## src/rtl/counter_seq_pkg.sv

```systemverilog
// Shared types and reset defaults for the counter profile sequencer.
package counter_seq_pkg;

  localparam int unsigned PROF_VAL_W   = 7;
  localparam int unsigned PROF_DWELL_W = 16;

  localparam int unsigned UP_DEF    = 110;
  localparam int unsigned DOWN_DEF  = 20;
  localparam int unsigned DWELL_DEF = 100;

  typedef enum logic [1:0] {
    IDLE,
    DWELL,
    PAUSE,
    DONE
  } state_t;

  typedef struct packed {
    logic [PROF_VAL_W-1:0]   up;
    logic [PROF_VAL_W-1:0]   down;
    logic                    select;
    logic [PROF_DWELL_W-1:0] dwell;
  } profile_t;

  localparam profile_t PROFILE_DEF = '{
    up:     PROF_VAL_W'(UP_DEF),
    down:   PROF_VAL_W'(DOWN_DEF),
    select: 1'b0,
    dwell:  PROF_DWELL_W'(DWELL_DEF)
  };

  // A programmed dwell of zero still shows the profile for one cycle.
  function automatic logic [PROF_DWELL_W-1:0] dwell_floor(input logic [PROF_DWELL_W-1:0] d);
    return (d == '0) ? PROF_DWELL_W'(1) : d;
  endfunction

endpackage

```

## src/rtl/counter_profile_sequencer_if.sv

```systemverilog
// Configuration, control and Counter-side signals of the profile sequencer.
interface counter_profile_sequencer_if
  import counter_seq_pkg::*;
#(
  parameter int unsigned IDX_W   = 2,
  parameter int unsigned VAL_W   = PROF_VAL_W,
  parameter int unsigned DWELL_W = PROF_DWELL_W
);
  logic               cfg_we;
  logic [IDX_W-1:0]   cfg_addr;
  logic [VAL_W-1:0]   cfg_up;
  logic [VAL_W-1:0]   cfg_down;
  logic               cfg_select;
  logic [DWELL_W-1:0] cfg_dwell;
  logic [IDX_W-1:0]   seq_last;
  logic               loop_en;
  logic               start;
  logic               stop;
  logic               hold;
  logic [VAL_W-1:0]   count_up;
  logic [VAL_W-1:0]   count_down;
  logic               count_select;
  logic               apply;
  logic [IDX_W-1:0]   slot;
  logic               busy;
  logic               done;
  logic               cfg_err;

  modport master (
    output cfg_we, cfg_addr, cfg_up, cfg_down, cfg_select, cfg_dwell,
           seq_last, loop_en, start, stop, hold,
    input  count_up, count_down, count_select, apply, slot, busy, done, cfg_err
  );

  modport slave (
    input  cfg_we, cfg_addr, cfg_up, cfg_down, cfg_select, cfg_dwell,
           seq_last, loop_en, start, stop, hold,
    output count_up, count_down, count_select, apply, slot, busy, done, cfg_err
  );

endinterface

```

## src/rtl/counter_profile_table.sv

```systemverilog
// Profile register file: validated writes, error pulse, combinational read.
module counter_profile_table
  import counter_seq_pkg::*;
#(
  parameter int unsigned DEPTH = 4,
  localparam int unsigned IDX_W = $clog2(DEPTH)
) (
  input  logic             clk,
  input  logic             rst,
  input  logic             we,
  input  logic [IDX_W-1:0] addr,
  input  profile_t         wr,
  input  logic [IDX_W-1:0] rd_idx,
  output profile_t         rd,
  output logic             cfg_err
);

  profile_t mem [DEPTH];
  logic     wr_ok;

  assign wr_ok = wr.up > wr.down;

  always_ff @(posedge clk) begin
    if (rst) begin
      for (int unsigned i = 0; i < DEPTH; i++) begin
        mem[i] <= PROFILE_DEF;
      end
      cfg_err <= 1'b0;
    end else begin
      cfg_err <= we && !wr_ok;
      if (we && wr_ok) begin
        mem[addr] <= wr;
      end
    end
  end

  assign rd = mem[rd_idx];

endmodule

```

## src/rtl/counter_profile_sequencer.sv

```systemverilog
// Steps through the profile table and drives each profile onto the Counter inputs.
module counter_profile_sequencer
  import counter_seq_pkg::*;
#(
  parameter int unsigned DEPTH   = 4,
  parameter int unsigned VAL_W   = PROF_VAL_W,
  parameter int unsigned DWELL_W = PROF_DWELL_W,
  localparam int unsigned IDX_W  = $clog2(DEPTH)
) (
  input logic                       clk,
  input logic                       rst,
  counter_profile_sequencer_if.slave bus
);

  state_t             state;
  state_t             state_nx;
  logic [IDX_W-1:0]   idx;
  logic [IDX_W-1:0]   last_q;
  logic               loop_q;
  logic [DWELL_W-1:0] dwell_cnt;
  logic               load;
  logic               dec;
  logic [IDX_W-1:0]   load_idx;
  logic               apply_q;
  logic [VAL_W-1:0]   up_q;
  logic [VAL_W-1:0]   down_q;
  logic               select_q;
  profile_t           rd;
  profile_t           wr;

  assign wr = '{up: bus.cfg_up, down: bus.cfg_down, select: bus.cfg_select, dwell: bus.cfg_dwell};

  counter_profile_table #(
    .DEPTH(DEPTH)
  ) u_table (
    .clk    (clk),
    .rst    (rst),
    .we     (bus.cfg_we),
    .addr   (bus.cfg_addr),
    .wr     (wr),
    .rd_idx (load_idx),
    .rd     (rd),
    .cfg_err(bus.cfg_err)
  );

  always_ff @(posedge clk) begin
    if (rst) begin
      state <= IDLE;
    end else begin
      state <= state_nx;
    end
  end

  always_comb begin
    state_nx = state;
    load     = 1'b0;
    dec      = 1'b0;
    load_idx = '0;
    unique case (state)
      IDLE: begin
        if (bus.start && !bus.stop) begin
          state_nx = DWELL;
          load     = 1'b1;
        end
      end
      DWELL: begin
        if (bus.stop) begin
          state_nx = IDLE;
        end else if (bus.hold) begin
          state_nx = PAUSE;
        end else if (dwell_cnt > DWELL_W'(1)) begin
          dec = 1'b1;
        end else if (idx < last_q) begin
          load     = 1'b1;
          load_idx = idx + IDX_W'(1);
        end else if (loop_q) begin
          load = 1'b1;
        end else begin
          state_nx = DONE;
        end
      end
      PAUSE: begin
        if (bus.stop) begin
          state_nx = IDLE;
        end else if (!bus.hold) begin
          state_nx = DWELL;
        end
      end
      DONE:    state_nx = IDLE;
      default: state_nx = IDLE;
    endcase
  end

  always_comb begin
    bus.busy = (state == DWELL) || (state == PAUSE);
    bus.done = (state == DONE);
  end

  // The table read is taken before this edge's write lands, so a same-edge
  // write to the loaded slot only shows up on that slot's next load.
  always_ff @(posedge clk) begin
    if (rst) begin
      up_q      <= VAL_W'(UP_DEF);
      down_q    <= VAL_W'(DOWN_DEF);
      select_q  <= 1'b0;
      idx       <= '0;
      dwell_cnt <= '0;
      apply_q   <= 1'b0;
      last_q    <= '0;
      loop_q    <= 1'b0;
    end else begin
      apply_q <= load;
      if (load) begin
        up_q      <= rd.up;
        down_q    <= rd.down;
        select_q  <= rd.select;
        idx       <= load_idx;
        dwell_cnt <= dwell_floor(rd.dwell);
      end else if (dec) begin
        dwell_cnt <= dwell_cnt - DWELL_W'(1);
      end
      if (state == IDLE && bus.start && !bus.stop) begin
        last_q <= bus.seq_last;
        loop_q <= bus.loop_en;
      end
    end
  end

  assign bus.count_up     = up_q;
  assign bus.count_down   = down_q;
  assign bus.count_select = select_q;
  assign bus.apply        = apply_q;
  assign bus.slot         = idx;

endmodule

```

## src/flat_wrapper.sv

```systemverilog
// flat-port wrapper written by rule: the top's interface ports become plain ports
module counter_profile_sequencer_flat import counter_seq_pkg::*;
#(
  parameter int unsigned DEPTH   = 4,
  parameter int unsigned VAL_W   = PROF_VAL_W,
  parameter int unsigned DWELL_W = PROF_DWELL_W,
  localparam int unsigned IDX_W  = $clog2(DEPTH)
)
  (clk, rst, bus_cfg_we, bus_cfg_addr, bus_cfg_up, bus_cfg_down, bus_cfg_select, bus_cfg_dwell, bus_seq_last, bus_loop_en, bus_start, bus_stop, bus_hold, bus_count_up, bus_count_down, bus_count_select, bus_apply, bus_slot, bus_busy, bus_done, bus_cfg_err);
  counter_profile_sequencer_if #(.IDX_W(2), .VAL_W(VAL_W), .DWELL_W(DWELL_W)) bus_i ();
  input logic clk;
  input logic rst;
  input wire logic [$bits(bus_i.cfg_we)-1:0] bus_cfg_we;
  input wire logic [$bits(bus_i.cfg_addr)-1:0] bus_cfg_addr;
  input wire logic [$bits(bus_i.cfg_up)-1:0] bus_cfg_up;
  input wire logic [$bits(bus_i.cfg_down)-1:0] bus_cfg_down;
  input wire logic [$bits(bus_i.cfg_select)-1:0] bus_cfg_select;
  input wire logic [$bits(bus_i.cfg_dwell)-1:0] bus_cfg_dwell;
  input wire logic [$bits(bus_i.seq_last)-1:0] bus_seq_last;
  input wire logic [$bits(bus_i.loop_en)-1:0] bus_loop_en;
  input wire logic [$bits(bus_i.start)-1:0] bus_start;
  input wire logic [$bits(bus_i.stop)-1:0] bus_stop;
  input wire logic [$bits(bus_i.hold)-1:0] bus_hold;
  output wire logic [$bits(bus_i.count_up)-1:0] bus_count_up;
  output wire logic [$bits(bus_i.count_down)-1:0] bus_count_down;
  output wire logic [$bits(bus_i.count_select)-1:0] bus_count_select;
  output wire logic [$bits(bus_i.apply)-1:0] bus_apply;
  output wire logic [$bits(bus_i.slot)-1:0] bus_slot;
  output wire logic [$bits(bus_i.busy)-1:0] bus_busy;
  output wire logic [$bits(bus_i.done)-1:0] bus_done;
  output wire logic [$bits(bus_i.cfg_err)-1:0] bus_cfg_err;
  assign bus_i.cfg_we = bus_cfg_we;
  assign bus_i.cfg_addr = bus_cfg_addr;
  assign bus_i.cfg_up = bus_cfg_up;
  assign bus_i.cfg_down = bus_cfg_down;
  assign bus_i.cfg_select = bus_cfg_select;
  assign bus_i.cfg_dwell = bus_cfg_dwell;
  assign bus_i.seq_last = bus_seq_last;
  assign bus_i.loop_en = bus_loop_en;
  assign bus_i.start = bus_start;
  assign bus_i.stop = bus_stop;
  assign bus_i.hold = bus_hold;
  assign bus_count_up = bus_i.count_up;
  assign bus_count_down = bus_i.count_down;
  assign bus_count_select = bus_i.count_select;
  assign bus_apply = bus_i.apply;
  assign bus_slot = bus_i.slot;
  assign bus_busy = bus_i.busy;
  assign bus_done = bus_i.done;
  assign bus_cfg_err = bus_i.cfg_err;
  counter_profile_sequencer #(.DEPTH(DEPTH), .VAL_W(VAL_W), .DWELL_W(DWELL_W)) u_core (.clk(clk), .rst(rst), .bus(bus_i));
endmodule
```

## config.mk

```make
export PLATFORM = sky130hd
export DESIGN_NAME = counter_profile_sequencer_flat
export DESIGN_NICKNAME = d
export VERILOG_FILES = /design/src/rtl/counter_seq_pkg.sv /design/src/rtl/counter_profile_sequencer_if.sv /design/src/rtl/counter_profile_table.sv /design/src/rtl/counter_profile_sequencer.sv /design/src/flat_wrapper.sv
export SDC_FILE = /design/constraint.sdc
export NUM_CORES = 1
export LEC_CHECK = 0
export ABC_CLOCK_PERIOD_IN_PS = 7200
export CORE_ASPECT_RATIO = 0.75
export CORE_MARGIN = 2
export CORE_UTILIZATION = 50
export CTS_CLUSTER_DIAMETER = 100
export DETAILED_ROUTE_END_ITERATION = 10
export PLACE_DENSITY_LB_ADDON = 0.25
export SLEW_MARGIN = 30
export SYNTH_ARGS = -nofsm -noshare
export SYNTH_HDL_FRONTEND = slang
export SYNTH_HIERARCHICAL = 1
export SYNTH_SLANG_ARGS = --single-unit
```

## constraint.sdc

```tcl
create_clock -name clk -period 7.2 [get_ports clk]
set_input_delay 0.72 -clock clk [delete_from_list [all_inputs] [get_ports clk]]
set_output_delay 0.72 -clock clk [all_outputs]
set_load 0.02 [all_outputs]
```

# Yosys cells after proc, flatten, opt, wreduce, memory -nomap -nowiden
# Memories as Yosys holds them, arrays and structs flattened.
# Cells that the tools add are included.
# totals
ff_bits,40
mem_bits_rw,124
inputBits,42
wordCells,73
mem_count,1
# mem_list
memory,words,word_bits,read_ports,rd_clocked_by_memory_dff,wr,line_no,source
u_core.u_table.mem,4,31,1,0,4,counter_profile_table.sv:18,profile_t mem [DEPTH];
# classes
addsub,2
n_lt_le_gt_ge,3
n_eq_ne,8
n_mux,36
reduce_logical,13
# op_table
op,n
$mux 16,3
$mux 31,1
$reduce_or 31->1,1
$mux 2,14
$gt 16x1->1 const B,1
$logic_not 16->1,1
$mux 1,16
$sub 16x1->16 const B,1
$ne 4x4->1 const B,3
$pmux 2 s4,1
$gt 7x7->1,1
$logic_and 1x1->1,5
$reduce_and 5->1,1
$eq 2x2->1 const B,2
$ne 3x3->1 const B,1
$add 2x1->2 const B,1
$eq 2x1->1 const B,1
$logic_not 1->1,2
$logic_not 2->1,1
$lt 2x2->1,1
$ne 2x1->1 const B,1
$pmux 1 s2,1
$reduce_bool 2->1,1
$logic_or 1x1->1,1

# Longest topological paths before layout
# Gate-level depths: netlist of the first run.
# An unclocked memory read counts as a cell.
# depth
word_depth,10
depth_mapped,13
depth_no_buf,11

# Cells and area by module
# Netlist of the first run, hierarchy kept.
# modules_own_cells
mod,instances,cells_each,area_each_um2
counter_profile_table,1,360,5591.6
counter_profile_sequencer,1,255,2078.2

# Worst setup path after synthesis of the first run
# Ideal clock, no wire load.
# synth_path
path_kind,input port to flip-flop
start,input bus_cfg_down[6]
end,"memory u_core/u_table/mem[0][0] in the netlist's numbering, enable pin"
arrival_time_ns,3.519
required_time_ns,6.774
setup_slack_ns,3.255
stages,9
n_path_buf,3
path_cell_list,inv_1 -> ha_1 -> nand4_1 -> a21o_1 -> a211o_1 -> buf_6 -> buf_6 -> buf_6 -> o21bai_1
# synth_rtl
element,line_no,source
"start, declared",flat_wrapper.sv:16,input wire logic [$bits(bus_i.cfg_down)-1:0] bus_cfg_down;
"end, declared",counter_profile_table.sv:18,

==> results of run 1 <==
[power by group]
part	switching, mW	total (mW)	internal (mW)
logic	0.321	0.522	0.201
clock network	0.360	0.904	0.544
registers	0.0488	1.16	1.11
[cell families after synthesis]
logic type / after synthesis
buffers and inverters: 76
XOR/XNOR: 5
flip-flops: 164
multiplexers: 35
AND/OR/NAND/NOR: 245
AO/OA/AOI/OAI: 76
adder cells (fa/ha/maj): 14
[worst register-to-register path: stages (launching register included)]
cell,delay (ns)
dfxtp_1,0.33
inv_1,0.10
ha_1,0.22
or3b_2,0.58
a211oi_1,0.30
and4_2,0.68
buf_4,0.49
mux4_2,0.60
nor4_1,0.35
a41oi_1,0.17
nor3_1,0.17
a211o_1,0.13
[cell usage in the layout (no fill, tap or decap), types with 3 or more instances in the layout]
master / count
a221o_1: 5
nand3_1: 9
mux2i_1: 4
buf_4: 11
a21oi_1: 22
nor2_1: 44
nor3_1: 70
nand2_1: 44
o21ai_0: 8
nand2b_1: 8
o21bai_2: 3
or3_1: 33
clkbuf_16: 17
or4_1: 6
ha_1: 14
nor4_1: 7
a21o_1: 3
inv_1: 35
dfxtp_1: 40
o22ai_1: 5
xnor2_1: 4
mux4_2: 31
o211ai_1: 3
clkinv_2: 5
or2b_1: 5
bufinv_16: 3
clkdlybuf4s50_1: 62
edfxtp_1: 124
[worst max path at each step]
stage	cells after the start	end	slack [ns]	startpoint
after floorplan	9	u_core/u_table/mem[0][0]$_SDFFCE_PN0P_	3.25	bus_cfg_down[6]
after global placement	10	u_core/dwell_cnt[0]$_SDFFE_PP0P_	2.57	bus_hold
after detailed placement	10	u_core/dwell_cnt[0]$_SDFFE_PP0P_	2.42	bus_hold
after CTS	10	u_core/dwell_cnt[0]$_SDFFE_PP0P_	2.87	bus_hold
after global routing	10	u_core/dwell_cnt[0]$_SDFFE_PP0P_	2.64	bus_hold
final	10	u_core/dwell_cnt[0]$_SDFFE_PP0P_	2.91	bus_hold
[area by class of cell]
cell class / count / area [um^2]
inverters: 35 / 131.4
repair buffers: 74 / 708.2
multi-input cells: 375 / 2773
fillers: 1212 / 6145
well taps: 205 / 256.5
clock buffers: 18 / 429.2
flip-flops and latches: 164 / 4524
clock inverters: 14 / 160.2
[cell usage after synthesis (all sizes together) (3+ instances only)]
| master | number | area share |
|---|---|---|
| xnor2 | 4 | 0.0046 |
| inv | 35 | 0.017 |
| clkbuf | 19 | 0.0093 |
| or3 | 33 | 0.027 |
| nand2b | 8 | 0.0065 |
| or4 | 6 | 0.0059 |
| edfxtp | 124 | 0.49 |
| nand2 | 44 | 0.022 |
| o21ai | 8 | 0.0052 |
| a21oi | 22 | 0.014 |
| dfxtp | 40 | 0.10 |
| a211o | 3 | 0.0034 |
| ha | 14 | 0.023 |
| mux2i | 4 | 0.0052 |
| nor4 | 7 | 0.0057 |
| a211oi | 4 | 0.0046 |
| nor2 | 46 | 0.023 |
| o22ai | 5 | 0.0041 |
| o211ai | 3 | 0.0029 |
| a221o | 5 | 0.0065 |
| a21o | 3 | 0.0029 |
| buf | 22 | 0.025 |
| or2b | 5 | 0.0049 |
| nand3 | 9 | 0.0059 |
| mux4 | 31 | 0.091 |
| o21bai | 4 | 0.0039 |
| nor3 | 70 | 0.046 |
[sequential cells by signal, indices dropped and copies added (netlist names)]
signal / flops
u_core/bus.count_down: 7
u_core/bus.count_select: 1
u_core/dwell_cnt: 16
u_core/last_q: 2
u_core/bus.count_up: 7
u_core/loop_q: 1
u_core/state: 2
u_core/u_table/mem: 124
u_core/bus.apply: 1
u_core/u_table/cfg_err: 1
u_core/bus.slot: 2
[metrics by stage]
stage | hold slack (ns) | area, um^2
after floorplan | 0.4574 | 7670
after global placement | 0.4411 | 8383
after detailed placement | 0.4472 | 8388
after CTS | 0.4581 | 8977
after global routing | 0.4789 | 8982
final | 0.4559 | 8982
[routing by layer]
metal,track usage,share of wire
met2,0.3640,0.48
met3,0.04856,0.074
met5,0,0
met1,0.3227,0.44
met4,0.06731,0.0091
==> impl_metrics.csv, run 1 <==
group,metric,value,unit
run_status,status,"finished clean",
synthesis,synth_top_family_by_area,"simple AND/OR/NAND/NOR gates",
clocking,clkTransAtPathRegs,0.06,ns
synthesis,synth_area,7670,um^2
timing,grt_setup_unrepaired,"false",
routing,post-route-drc-count,0,
clocking,clkSinkCount,164,
placed_design,place_congestion,0.9341,
placed_design,numPortBuffers,62,
hold_path,holdCritPathClass,"reg -> reg",
critical_path,cpPeakStageDelay,0.68,ns
power,powerDensity,287.3,nW/um^2
timing,fin_ws,2.908,ns
critical_path,critical_path_buf_inv_count,2,
critical_path,reg2reg_slack,3.04,ns
hold_path,hold_path_depth,2,
hold_path,hp-start,"u_core/bus.count_down[6]$_SDFFE_PP0P_",
timing,clock_skew,0.007960,ns
timing,timing.final.crit_share,0.5961,
timing,setup_tns,0,ns
synthesis,ys_seq_area_frac,0.5899,
die,start_util,0.5070,
job,maxCapViolations,0,
grt,grt_max_degree,96,
synthesis,synth_cell_types,57,
timing,worstMarginPinSlew,0.8820,ns
die,die_area,16360,um^2
synthesis,synth_nets,671,
synthesis,synthSimpleGateAreaFrac,0.1617,
layout,drive_gt1_frac,0.1279,
routing,wl_per_cell,20.42,um
synthesis,yosys_warnings,6,
critical_path,r2r_end,"u_core/dwell_cnt[0]$_SDFFE_PP0P_",
clocking,postCtsHoldBufs,0,
synthesis,synth_xor_xnor_area_share,0.005710,
clocking,cts-buffers-inserted,17,
synthesis,synthMuxAreaShare,0.09625,
grt,gr-total-overflow,0,
placed_design,place_inst,852,
critical_path,start_kind,"input pin",
critical_path,critPathRequiredTime,7.56,ns
critical_path,cp_cell_sequence,"clkdlybuf4s50_1 > or3b_2 > a211oi_1 > and4_2 > buf_4 > mux4_2 > nor4_1 > a41oi_1 > nor3_1 > a211o_1",
timing,period_minus_slack,4.292,ns
layout,fin_util,0.5938,
routing,drtIter0Drc,599,
critical_path,reg2reg_from,"u_core/state[1]$_SDFFE_PP0P_",
clocking,clockBufferDepth,2,
layout,nets,723,
synthesis,synthArstFlopShare,0,
layout,num_antenna_cells,0,
synthesis,synthCells,615,
clocking,htreeDepth,4,
synthesis,synth_edf_count,124,
critical_path,end_kind,"flip-flop",
routing,vias_per_cell,5.967,
layout,areaGrowthSynthToFinish,17.11,%
timing,setup_viol,0,
critical_path,criticalPathCategory,"in -> reg",
hold_path,whs_endpoint,"u_core/bus.count_down[6]$_SDFFE_PP0P_",
critical_path,r2r_cells,11,
critical_path,worstPathArrival,4.65,ns
placed_design,dpl.hpwl,11210,um
synthesis,synth-adder-area-share,0.02284,
grt,grtUsageTotal,0.2295,
die,die_w,147.0,um
clocking,cts-root-buf,"clkbuf_16",
power,vdd_drop_max,0.2002,mV
timing,maxSlewViolCount,0,
critical_path,worst-path-max-fanout,20,
routing,drt_pre_antenna_iters,6,
power,totalPowerFinal,2.581,mW
synthesis,synthFlopType,"edfxtp_1",
clocking,cts-resized-gates,0,
clocking,clk_latency,0.42,ns
die,ios,63,
power,p_leak,3.103,nW
timing,fmaxAchievable,233.0,MHz
routing,vias,5281,
die,die_y,111.3,um
routing,totalWireLength,18070,um
synthesis,synth_compound_area_frac,0.07210,
critical_path,cp_top_family,"simple AND/OR/NAND/NOR gates",
clocking,cts_setup_buffers,0,
die,rows,39,
die,core,15130,um^2
synthesis,ys_ff_latch,164,
grt,antenna_found_initial,0,
grt,grt_pass1_vias,5137,
timing,relSlewSlack,0.4120,
synthesis,postSynthAreaPerCell,12.47,um^2
clocking,cts_tree,"built",
routing,final_antenna_net_count,0,
critical_path,cp_slowest_cell,"and4_2",
placed_design,pre_cts_ws,2.420,ns
layout,final_cells,885,
grt,grt_pass1_wl,28310,um
timing,hold_viol,0,
(Power assumes the default switching activity.)
==> run 2: changes to the inputs <==
- ABC_CLOCK_PERIOD_IN_PS: 7200 -> 4450
- clock period: 7.2 -> 4.45 ns (I/O delays scaled with it)
==> run 2 against run 1 <==
  * Hold slack worse by 0.0043 ns
  * Setup slack lost 2.0 ns
  * Register-to-register slack worse by 2.1 ns
  * Final area grew 0.75%
  * Die area unchanged
  * Clock skew shrank 0.0014 ns
  * Non-clock buffer count increased by 7
  * Critical path depth shrank 1
  * Utilization is 0.45 points higher
  * Clock power grew 59%
==> impl_metrics.csv, run 2 (synthesized netlist as in run 1, its figures left out) <==
group,metric,value,unit
clocking,cts-buffers-inserted,17,
die,ios,63,
timing,maxSlewViolCount,0,
critical_path,r2r_end,"u_core/dwell_cnt[0]$_SDFFE_PP0P_",
critical_path,worstPathArrival,3.93,ns
layout,num_antenna_cells,0,
routing,drt_pre_antenna_iters,5,
clocking,cts_tree,"built",
timing,timing.final.crit_share,0.8000,
critical_path,cp_slowest_cell,"or4_1",
placed_design,place_congestion,0.8996,
timing,setup_viol,0,
critical_path,worst-path-max-fanout,33,
clocking,clockBufferDepth,2,
routing,final_antenna_net_count,0,
timing,grt_setup_unrepaired,"false",
layout,final_common_cell,"edfxtp_1",
clocking,htreeDepth,4,
critical_path,cpPeakStageDelay,0.70,ns
critical_path,reg2reg_slack,0.89,ns
timing,clock_skew,0.006598,ns
power,powerDensity,461.1,nW/um^2
routing,post-route-drc-count,0,
power,p_leak,3.136,nW
die,die_area,16360,um^2
timing,fin_ws,0.8901,ns
die,start_util,0.5070,
grt,antenna_found_initial,0,
power,comb_power_share,0.206,
power,pwr-share-seq,0.448,
routing,vias_per_cell,5.938,
timing,setup_tns,0,ns
critical_path,crit_path_end,"u_core/dwell_cnt[0]$_SDFFE_PP0P_",
clocking,cts-root-buf,"clkbuf_16",
power,swShare,0.2824,
routing,totalWireLength,17880,um
timing,worstMarginPinSlew,0.8668,ns
clocking,clkSinkCount,164,
critical_path,critPathRequiredTime,4.82,ns
power,p_switching,1.178,mW
placed_design,dpl.hpwl,11530,um
placed_design,numPortBuffers,62,
die,core,15130,um^2
critical_path,r2r_cells,9,
layout,top_regs,"u_core/u_table/mem x124, u_core/dwell_cnt x16",
grt,gr-total-overflow,0,
job,maxCapViolations,0,
power,clkPwrFrac,0.346,
power,vdd_drop_max,0.3350,mV
routing,drtIter0Drc,576,
critical_path,cp_cell_sequence,"or4_1 > nor3_1 > and4_2 > buf_12 > mux4_2 > nor4_1 > a41oi_1 > nor3_1 > a211o_1",
critical_path,start_kind,"flip-flop",
critical_path,timing.critical_path.mode_cell,"nor3_1",
run_status,status,"finished clean",
layout,areaGrowthSynthToFinish,17.99,%
timing,hold_viol,0,
layout,largest_reg_flops,124,
die,die_y,111.3,um
critical_path,startpoint,"u_core/dwell_cnt[4]$_SDFFE_PP0P_",
timing,fmaxAchievable,280.9,MHz
layout,final_cell_mix,"edfxtp_1 (124), nor3_1 (70), clkdlybuf4s50_1 (62)",
hold_path,holdCritPathClass,"reg -> reg",
clocking,clk_latency,0.43,ns
die,rows,39,
clocking,clkTransAtPathRegs,0.06,ns
critical_path,reg2reg_from,"u_core/dwell_cnt[4]$_SDFFE_PP0P_",
grt,grtUsageTotal,0.2319,
clocking,cts_setup_buffers,0,
timing,relSlewSlack,0.4186,
power,totalPowerFinal,4.173,mW
critical_path,end_kind,"flip-flop",
layout,nets,730,
grt,grt_max_degree,49,
routing,wl_per_cell,20.05,um
routing,vias,5297,
power,p_int,2.994,mW
layout,largest-register,"u_core/u_table/mem",
clocking,cts-resized-gates,0,
critical_path,criticalPathCategory,"reg -> reg",
die,die_w,147.0,um
clocking,postCtsHoldBufs,0,
placed_design,pre_cts_ws,0.6063,ns
timing,period_minus_slack,3.560,ns
grt,grt_pass1_wl,28690,um
layout,drive_gt1_frac,0.1325,
grt,grt_pass1_vias,5198,
[run 2: changes by cell type in the layout (fill, tap and decap cells not counted), sizes merged]
cell      change
clkinv        -5
clkinvlp      +1
inv           -1
buf           +7
clkbuf        +6
bufinv        -1
[run 2: worst min path at each step]
| stage | start | endpoint | slack (ns) | cells past startpoint |
|---|---|---|---|---|
| 5_1_grt | u_core/bus.count_down[1]$_SDFFE_PP0P_ | u_core/bus.count_down[1]$_SDFFE_PP0P_ | 0.48 | 2 |
| 3_3_place_gp | u_core/bus.count_down[5]$_SDFFE_PP0P_ | u_core/bus.count_down[5]$_SDFFE_PP0P_ | 0.44 | 2 |
| 2_1_floorplan | u_core/loop_q$_SDFFE_PP0P_ | u_core/loop_q$_SDFFE_PP0P_ | 0.46 | 2 |
| 4_1_cts | u_core/bus.count_down[6]$_SDFFE_PP0P_ | u_core/bus.count_down[6]$_SDFFE_PP0P_ | 0.45 | 2 |
| 3_5_place_dp | u_core/bus.count_down[6]$_SDFFE_PP0P_ | u_core/bus.count_down[6]$_SDFFE_PP0P_ | 0.44 | 2 |
| 6_report | u_core/bus.count_down[5]$_SDFFE_PP0P_ | u_core/bus.count_down[5]$_SDFFE_PP0P_ | 0.45 | 2 |
[run 2: critical path: cells and delay by family, from the launching register on]
| family | cells | cell delay [ns] |
|---|---|---|
| compound gates | 2 | 0.28 |
| simple gates | 5 | 1.99 |
| mux | 1 | 0.57 |
| flops | 1 | 0.37 |
| buf+inv | 1 | 0.28 |
[run 2: layer usage]
metal	wire length [um]	GRT usage	vias up
met1	8276	0.3490	2580
met3	1546	0.06461	25
li1	-	-	2452
met5	0	0	-
met4	245	0.06026	0
met2	7814	0.3340	240
[run 2: area by class of cell]
class                           instances  area [um^2]
Multi-Input combinational cell        375         2766
Tap cell                              205        256.5
Fill cell                            1207         6077
Clock inverter                          8        100.1
Timing Repair Buffer                   81        789.5
Clock buffer                           24        481.7
Inverter                               35        131.4
Sequential cell                       164         4524
[run 2: through the flow]
step / hold WS [ns] / area (um^2) / std cells / utilization
floorplan: 0.4574 / 7670 / 615 / -
global placement: 0.4392 / 8452 / 858 / 0.5587
detailed placement: 0.4446 / 8452 / 858 / 0.5587
CTS: 0.4530 / 9034 / 890 / 0.5972
global route: 0.4832 / 9050 / 892 / 0.5983
finish: 0.4516 / 9050 / 892 / 0.5983
[run 2: power groups by stage]
stage | clock network [mW] | registers [mW] | logic [mW]
6_report | 1.44 | 1.87 | 0.859
3_5_place_dp | 0 | 1.90 | 0.832
3_3_place_gp | 0 | 1.89 | 0.822
5_1_grt | 1.52 | 1.89 | 0.926
2_1_floorplan | 0 | 1.90 | 0.564
4_1_cts | 1.46 | 1.87 | 0.839
==> run 3: changes to the inputs <==
- ABC_CLOCK_PERIOD_IN_PS: 4450 -> 3600
- clock period: 4.45 -> 3.6 ns (I/O delays scaled with it)
==> run 3 against run 2 <==
  * Sequential share of layout area decreased by 0.65 points
  * Largest cell class unchanged
  * Largest power group unchanged
  * Clock skew increased by 0.0044 ns
  * Highest routed layer unchanged
  * Clock-buffer cell count decreased by 4
==> impl_metrics.csv, run 3 (synthesized netlist as in run 1, its figures left out) <==
group,metric,value,unit
run_status,status,"finished clean",
clocking,postCtsHoldBufs,0,
placed_design,numPortBuffers,62,
clocking,clk_latency,0.42,ns
critical_path,r2r_cells,11,
timing,clock_skew,0.01096,ns
routing,post-route-drc-count,0,
clocking,clkTransAtPathRegs,0.06,ns
critical_path,r2r_end,"u_core/dwell_cnt[0]$_SDFFE_PP0P_",
timing,maxSlewViolCount,0,
critical_path,end_kind,"flip-flop",
power,powerDensity,569.5,nW/um^2
die,die_area,16360,um^2
layout,num_antenna_cells,0,
layout,final_cell_mix,"edfxtp_1 (124), nor3_1 (70), clkdlybuf4s50_1 (62)",
routing,vias_per_cell,5.847,
critical_path,criticalPathCategory,"reg -> reg",
clocking,clkSinkCount,164,
layout,largest-register,"u_core/u_table/mem",
grt,grt_pass1_vias,5267,
critical_path,reg2reg_from,"u_core/state[1]$_SDFFE_PP0P_",
placed_design,dpl.hpwl,12080,um
timing,setup_tns,0,ns
clocking,cts-buffers-inserted,17,
die,ios,63,
power,p_switching,1.475,mW
power,pwr-share-seq,0.443,
critical_path,critPathRequiredTime,3.96,ns
routing,drtIter0Drc,740,
hold_path,holdCritPathClass,"reg -> reg",
power,clkPwrFrac,0.348,
routing,wl_per_cell,19.70,um
routing,vias,5297,
clocking,htreeDepth,4,
job,maxCapViolations,0,
layout,fin_util,0.6061,
power,p_int,3.746,mW
timing,hold_viol,0,
layout,fin_area,9169,um^2
grt,grtUsageTotal,0.2302,
placed_design,place_area,8572,um^2
placed_design,place_congestion,0.8613,
die,die_w,147.0,um
critical_path,startpoint,"u_core/state[1]$_SDFFE_PP0P_",
timing,grt_setup_unrepaired,"false",
critical_path,worst-path-max-fanout,12,
timing,period_minus_slack,3.349,ns
layout,final_common_cell,"edfxtp_1",
power,vdd_drop_max,0.3893,mV
clocking,cts_tree,"built",
critical_path,worstPathArrival,3.71,ns
timing,relSlewSlack,0.4710,
routing,drt_pre_antenna_iters,5,
timing,worstMarginPinSlew,0.7935,ns
die,rows,39,
grt,grt_pass1_wl,28640,um
layout,drive_gt1_frac,0.1498,
power,comb_power_share,0.210,
clocking,clockBufferDepth,2,
power,p_leak,3.204,nW
critical_path,crit_path_end,"u_core/dwell_cnt[0]$_SDFFE_PP0P_",
timing,setup_viol,0,
die,die_y,111.3,um
layout,areaGrowthSynthToFinish,19.54,%
layout,nets,744,
layout,largest_reg_flops,124,
die,start_util,0.5070,
die,core,15130,um^2
grt,gr-total-overflow,0,
grt,antenna_found_initial,0,
clocking,cts-root-buf,"clkbuf_16",
routing,totalWireLength,17850,um
layout,top_regs,"u_core/u_table/mem x124, u_core/dwell_cnt x16",
critical_path,reg2reg_slack,0.25,ns
critical_path,start_kind,"flip-flop",
power,swShare,0.2825,
routing,final_antenna_net_count,0,
grt,grt_max_degree,61,
timing,hold_ws,0.4551,ns
timing,timing.final.crit_share,0.9303,
timing,fmaxAchievable,298.6,MHz
==> run 3: cell count changes in the layout (fill, tap and decap cells not counted), sizes merged <==
cell,change
buf,+14
bufinv,+1
clkbuf,-4
clkinv,+2
inv,+1
==> run 3: how the worst min path moves through the flow <==
stage / from / end / slack (ns) / cells after the start
2_1_floorplan: u_core/loop_q$_SDFFE_PP0P_ / u_core/loop_q$_SDFFE_PP0P_ / 0.46 / 2
3_3_place_gp: u_core/bus.count_up[0]$_SDFFE_PP0P_ / u_core/bus.count_up[0]$_SDFFE_PP0P_ / 0.44 / 2
3_5_place_dp: u_core/bus.count_up[0]$_SDFFE_PP0P_ / u_core/bus.count_up[0]$_SDFFE_PP0P_ / 0.45 / 2
4_1_cts: u_core/bus.count_down[6]$_SDFFE_PP0P_ / u_core/bus.count_down[6]$_SDFFE_PP0P_ / 0.46 / 2
5_1_grt: u_core/bus.count_down[5]$_SDFFE_PP0P_ / u_core/bus.count_down[5]$_SDFFE_PP0P_ / 0.47 / 2
6_report: u_core/bus.count_down[6]$_SDFFE_PP0P_ / u_core/bus.count_down[6]$_SDFFE_PP0P_ / 0.46 / 2
==> run 3: timing repair <==
action | in CTS | in global routing
buffers inserted | 0 | 0
resized for setup | 0 | 1
endpoints found under the hold margin | 0 | 0
endpoints found under the setup margin | 0 | 1
==> run 3: per-stage QoR <==
stage	cells	total power, mW	setup WS (ns)
final	906	5.222	0.2509
after global routing	906	5.446	0.01723
after CTS	906	5.234	0.2373
after detailed placement	874	3.416	0.09282
after global placement	874	3.397	0.1185
after floorplan	615	3.046	0.01480
==> run 3: layer usage <==
| metal | vias to the layer above | part of all wire | global-route usage |
|---|---|---|---|
| li1 | 2481 | - | - |
| met1 | 2550 | 0.44 | 0.3259 |
| met2 | 232 | 0.46 | 0.3480 |
| met3 | 34 | 0.081 | 0.05556 |
| met4 | 0 | 0.020 | 0.08718 |
| met5 | - | 0 | 0 |
==> run 3: worst max-delay path, stage by stage (launching register included) <==
cell	delay [ns]
dfxtp_1	0.33
inv_1	0.10
ha_1	0.21
or3b_2	0.47
a211oi_1	0.29
and4_2	0.35
buf_12	0.18
mux4_2	0.54
nor4_1	0.34
a41oi_1	0.18
nor3_1	0.18
a211o_1	0.13
==> run 3: final cells by class <==
type | instances | area (um^2)
sequential | 164 | 4524
fill | 1204 | 5958
clock buffer | 20 | 436.7
inverter | 35 | 131.4
timing repair buffer | 95 | 893.4
multi-input combinational | 375 | 2773
clock inverter | 12 | 153.9
tap | 205 | 256.5
==> run 3: power groups by stage <==
stage	Clock (mW)	Combinational [mW]	Sequential, mW
global route	1.92	1.19	2.33
global placement	0	1.06	2.34
CTS	1.85	1.08	2.31
floorplan	0	0.697	2.35
detailed placement	0	1.07	2.35
finish	1.82	1.09	2.31
